File: src/rtl/line_stream_pkg.sv
// Shared types and beat-count helper for the cache-line word streamer.
package line_stream_pkg;

  typedef enum logic {IDLE, STREAM} lws_state_e;

  // Beats a request produces: len 0 or oversize means a full line; linear mode truncates at the last word.
  function automatic int unsigned eff_beats(input int unsigned len, input int unsigned off,
                                            input logic wrap, input int unsigned words);
    int unsigned e;
    e = (len == 0 || len > words) ? words : len;
    if (!wrap && e > words - off) e = words - off;
    return e;
  endfunction

endpackage

File: src/rtl/line_word_sel.sv
// Combinational word select from a cache line; word 0 sits at the MSB end.
module line_word_sel #(
  parameter int unsigned WORD_W = 32,
  parameter int unsigned WORDS  = 8,
  localparam int unsigned LINE_W = WORD_W * WORDS,
  localparam int unsigned OFF_W  = $clog2(WORDS)
) (
  input  logic [LINE_W-1:0] line,
  input  logic [OFF_W-1:0]  idx,
  output logic [WORD_W-1:0] word
);

  always_comb begin
    word = '0;
    for (int unsigned i = 0; i < WORDS; i++) begin
      if (idx == OFF_W'(i)) word = line[LINE_W-1-i*WORD_W -: WORD_W];
    end
  end

endmodule

File: src/rtl/line_word_streamer.sv
// Streams selected words of a captured cache line, wrap or linear order, one per handshake.
// Build option: define LINE_WORD_STREAMER_BSWAP_EN to byte-reverse each output word.
module line_word_streamer
  import line_stream_pkg::*;
#(
  parameter int unsigned WORD_W = 32,
  parameter int unsigned WORDS  = 8,
  localparam int unsigned LINE_W = WORD_W * WORDS,
  localparam int unsigned OFF_W  = $clog2(WORDS),
  localparam int unsigned LEN_W  = $clog2(WORDS) + 1
) (
  input  logic              clk,
  input  logic              rst_n,
  input  logic              req_valid,
  output logic              req_ready,
  input  logic [LINE_W-1:0] req_line,
  input  logic [OFF_W-1:0]  req_offset,
  input  logic [LEN_W-1:0]  req_len,
  input  logic              req_wrap,
  output logic              out_valid,
  input  logic              out_ready,
  output logic [WORD_W-1:0] out_data,
  output logic [OFF_W-1:0]  out_idx,
  output logic              out_last,
  output logic              busy
);

  lws_state_e        state;
  logic [LINE_W-1:0] line_q;
  logic [OFF_W-1:0]  remain;
  logic [OFF_W-1:0]  beats_m1;
  logic [WORD_W-1:0] sel_word;
  logic              accept;
  logic              beat_done;

  assign out_last  = out_valid && (remain == '0);
  assign beat_done = out_valid && out_ready;
  assign req_ready = (state == IDLE) || (beat_done && out_last);
  assign accept    = req_valid && req_ready;
  assign busy      = (state == STREAM);

  always_comb begin
    int unsigned beats;
    beats    = eff_beats(32'(req_len), 32'(req_offset), req_wrap, WORDS);
    beats_m1 = OFF_W'(beats - 1);
  end

  // A new accept takes priority so a request landing on the last beat streams with no bubble.
  always_ff @(posedge clk or negedge rst_n) begin
    if (!rst_n) begin
      state     <= IDLE;
      out_valid <= 1'b0;
      line_q    <= '0;
      out_idx   <= '0;
      remain    <= '0;
    end else if (accept) begin
      state     <= STREAM;
      out_valid <= 1'b1;
      line_q    <= req_line;
      out_idx   <= req_offset;
      remain    <= beats_m1;
    end else if (beat_done) begin
      if (out_last) begin
        state     <= IDLE;
        out_valid <= 1'b0;
      end else begin
        out_idx <= out_idx + 1'b1;
        remain  <= remain - 1'b1;
      end
    end
  end

  line_word_sel #(.WORD_W(WORD_W), .WORDS(WORDS)) u_sel (
    .line (line_q),
    .idx  (out_idx),
    .word (sel_word)
  );

`ifdef LINE_WORD_STREAMER_BSWAP_EN
  always_comb begin
    out_data = '0;
    for (int unsigned b = 0; b < WORD_W / 8; b++) begin
      out_data[b*8 +: 8] = sel_word[WORD_W-8-b*8 +: 8];
    end
  end
`else
  assign out_data = sel_word;
`endif

endmodule
File: config.mk
export PLATFORM = sky130hd
export DESIGN_NAME = line_word_streamer
export DESIGN_NICKNAME = d
export VERILOG_FILES = /design/src/rtl/line_stream_pkg.sv /design/src/rtl/line_word_sel.sv /design/src/rtl/line_word_streamer.sv
export SDC_FILE = /design/constraint.sdc
export NUM_CORES = 1
export LEC_CHECK = 0
export CAP_MARGIN = 20
export CELL_PAD_IN_SITES_DETAIL_PLACEMENT = 1
export CELL_PAD_IN_SITES_GLOBAL_PLACEMENT = 2
export CORE_ASPECT_RATIO = 0.5
export CORE_MARGIN = 3
export CORE_UTILIZATION = 28
export CTS_BUF_LIST = sky130_fd_sc_hd__clkbuf_16
export CTS_CLUSTER_DIAMETER = 80
export DETAILED_ROUTE_END_ITERATION = 16
export PLACE_DENSITY = 0.89
export SYNTH_ARGS = -nofsm -noshare
export SYNTH_HDL_FRONTEND = slang
export SYNTH_SLANG_ARGS = --single-unit
File: constraint.sdc
create_clock -name clk -period 3.35 [get_ports clk]
set_clock_uncertainty 0.05 [all_clocks]
set_input_delay 0.335 -clock clk [delete_from_list [all_inputs] [get_ports clk]]
set_output_delay 0.335 -clock clk [all_outputs]
set_load 0.01 [all_outputs]
==> flow_summary.json <==
{
  "synth_area_leaders": "dfrtp_1, nand2_1, nor2b_1",
  "crit_path_end_kind": "output pin",
  "syn_area_sq_um": 12700,
  "critPathKind": "flop to output pin",
  "die-width_um": 308,
  "clkLatencyLatePin_ns": 0.57,
  "syn-num-nets": 1892,
  "gp_congestion": 0.831,
  "core_sq_um": 44300,
  "synth-seq-cells": 263,
  "first_pass_iters": 4,
  "numCtsBuffers": 27,
  "outcome": "finished clean",
  "start_util": 0.288,
  "crit_family": "buffers and inverters",
  "irDropWorstVdd_mv": 0.430,
  "drt-initial-drc-count": 960,
  "critical_path_arrival_ns": 2.92,
  "ctsRootBufferMaster": "clkbuf_16",
  "worst_slew_pin_slew_ns": 0.895,
  "avgRoutedWirePerCell_um": 20.4,
  "period_needed_ns": 3.31,
  "crit_required_ns": 2.96,
  "ys.flop_type": "dfrtp_1",
  "slew_headroom": 0.403,
  "leakagePower_nw": 8.64,
  "fin_area_sq_um": 18100,
  "synth_most_common_cell": "nand2_1",
  "start_kind": "flop",
  "clock.fmax_mhz": 302,
  "cts_tree": "yes",
  "dr_total_vias": 12280,
  "crit_chain": "ha_4 -> ha_4 -> or2_4 -> buf_16 -> buf_4 -> o311ai_4 -> buf_6 -> a21oi_2 -> o31ai_2 -> buf_2",
  "grt_pass1_vias": 12621,
  "finalSetupViolCount": 0,
  "preCtsSetupSlack_ns": -0.164,
  "routed_via_density": 4.87,
  "antenna_found_initial": 6,
  "synth_area_leader_cell": "dfrtp_1",
  "ys_seq_area_frac": 0.516,
  "worstPathMaxFanout": 16,
  "path_depth": 10,
  "wl_um": 51300,
  "drc": 0,
  "fin_nets": 2185,
  "grt_pass1_wl_um": 76300,
  "crit_buf_inv": 4,
  "drive_above_1_share": 0.115,
  "slowest_delay_ns": 0.46,
  "gr-total-overflow": 0,
  "synth_common_cells": "nand2_1, dfrtp_1, a21oi_1, nor2_1, nor2b_1",
  "cp_common_cell": "ha_4",
  "finalHoldViolations": 0,
  "clk_pin_slew_ns": 0.07,
  "rsz0062_at_grt": "yes",
  "die_h_um": 157,
  "placed_area_sq_um": 16600,
  "stdcell_count": 2519,
  "hold_path_depth": 3,
  "powerDensity_nw_per_um2": 963,
  "ios": 307,
  "num_rows": 54,
  "clkSinkCount": 263,
  "die-area_sq_um": 48300,
  "synth_cells": 1612,
  "timing.final.crit_share": 0.987,
  "slowest_stage": "dfrtp_2",
  "yosys_warnings": 0,
  "grt_max_degree": 170,
  "max_cap_violations": 0,
  "placed_cells": 2451,
  "timing.hold.ws_ns": 0.237,
  "areaGrowthSynthToFinish_pct": 42.1,
  "final.setup.tns_ns": 0,
  "cts_htree_levels": 1,
  "finalMaxSlewViolations": 0,
  "synth.avg_cell_area_sq_um": 7.91,
  "synth-edff-count": 0,
  "clk_path_buf_depth": 3,
  "r2r.worst_path.cells": 9,
  "synth.distinct_cells": 39,
  "yosysTopAreaCellShare": 0.516,
  "detail-route-antenna-nets": 0,
  "dp.final_hpwl_um": 35500,
  "async_reset_ff_frac": 1.00,
  "io_buffers": 306,
  "hold_path.class": "input pin to flop",
  "grt_use_total": 0.204,
  "setup_ws_ns": 0.0435
}
-- power breakdown --
group | total [W] | switching (W) | internal, W
Clock | 0.00318 | 0.00139 | 0.00179
Sequential | 0.00556 | 0.000925 | 0.00464
Combinational | 0.00870 | 0.00511 | 0.00359
-- layout make-up --
cell class                      instances  area, sq um
Fill cell                            5203        26100
Sequential cell                       263         6580
Multi-Input combinational cell       1225         6120
Timing Repair Buffer                  380         3730
Tap cell                              588          736
Clock buffer                           27          676
Clock inverter                         22          221
Inverter                                8         32.5
Antenna cell                            6         15.0
-- kinds of logic (layout without fill, tap and decap cells) --
| kind of cell | Yosys count | in the layout | synth area share |
|---|---|---|---|
| flops | 263 | 263 | 0.516 |
| fa+ha+maj | 12 | 12 | 0.0118 |
| buf+inv | 124 | 437 | 0.0460 |
| other cells | 0 | 6 | 0 |
| mux | 7 | 7 | 0.00559 |
| xor+xnor | 1 | 1 | 0.000687 |
| simple gates | 990 | 990 | 0.308 |
| compound gates | 215 | 215 | 0.112 |
-- worst register-to-register path, stage by stage (launching register included) --
cell and delay, ns:
dfrtp_1 0.45, or4b_4 0.61, a21oi_4 0.33, nor2_1 0.10, o21bai_1 0.17, ha_1 0.23, nor2_1 0.16, nand3_1 0.09
mux2i_1 0.18, a311oi_1 0.08
-- through the flow --
step | utilization | power (W)
3_3_place_gp | 0.376 | 0.0134
6_report | 0.409 | 0.0174
5_1_grt | 0.409 | 0.0186
3_5_place_dp | 0.376 | 0.0136
2_1_floorplan | - | 0.00956
4_1_cts | 0.405 | 0.0172
-- what timing repair did --
item / CTS / global route
setup buffers: 6 / 5
hold buffers: 1 / 0
gates resized for setup: 187 / 51
cloned: 2 / 1
endpoints found under the hold margin: 64 / 0
endpoints found under the setup margin: 32 / 29
pin swaps: 22 / 30
-- final timing paths --
path | startpoint | endpoint | slack, ns
max reg2reg | remain[1]$_DFFE_PN0P_ | remain[2]$_DFFE_PN0P_ | 0.77
min | req_line[236] | line_q[236]$_DFFE_PN0P_ | 0.24
min reg2reg | line_q[4]$_DFFE_PN0P_ | line_q[4]$_DFFE_PN0P_ | 0.42
max in group asynchronous | rst_n | out_idx[0]$_DFFE_PN0P_ | 2.03
min in group asynchronous | rst_n | line_q[19]$_DFFE_PN0P_ | 0.28
max | out_idx[0]$_DFFE_PN0P_ | out_data[10] | 0.04
-- routing by layer --
layer,share of wire,global-route usage,vias to the layer above
li1,-,-,5764
met1,0.45,0.277,6262
met2,0.49,0.353,196
met3,0.034,0.0254,56
met4,0.019,0.0390,2
met5,0.00025,0,-
-- layout by cell type, fill, tap and decap left out, drive strengths merged, types with 3 or more instances in the layout --
cell type,count
nand2,839
clkdlybuf4s50,273
dfrtp,263
buf,99
a21oi,72
nor2,71
nor2b,68
o21ai,37
o31ai,33
clkbuf,32
a221oi,32
o311ai,32
clkinv,16
ha,12
inv,9
diode,6
mux2i,6
bufinv,4
a21o,3
-- sequential cells by signal, summed over array words and instances, names as in the netlist --
register and count:
out_idx 3, line_q 256, busy 1, remain 3
Note: power is estimated with default switching activity, not from simulation.
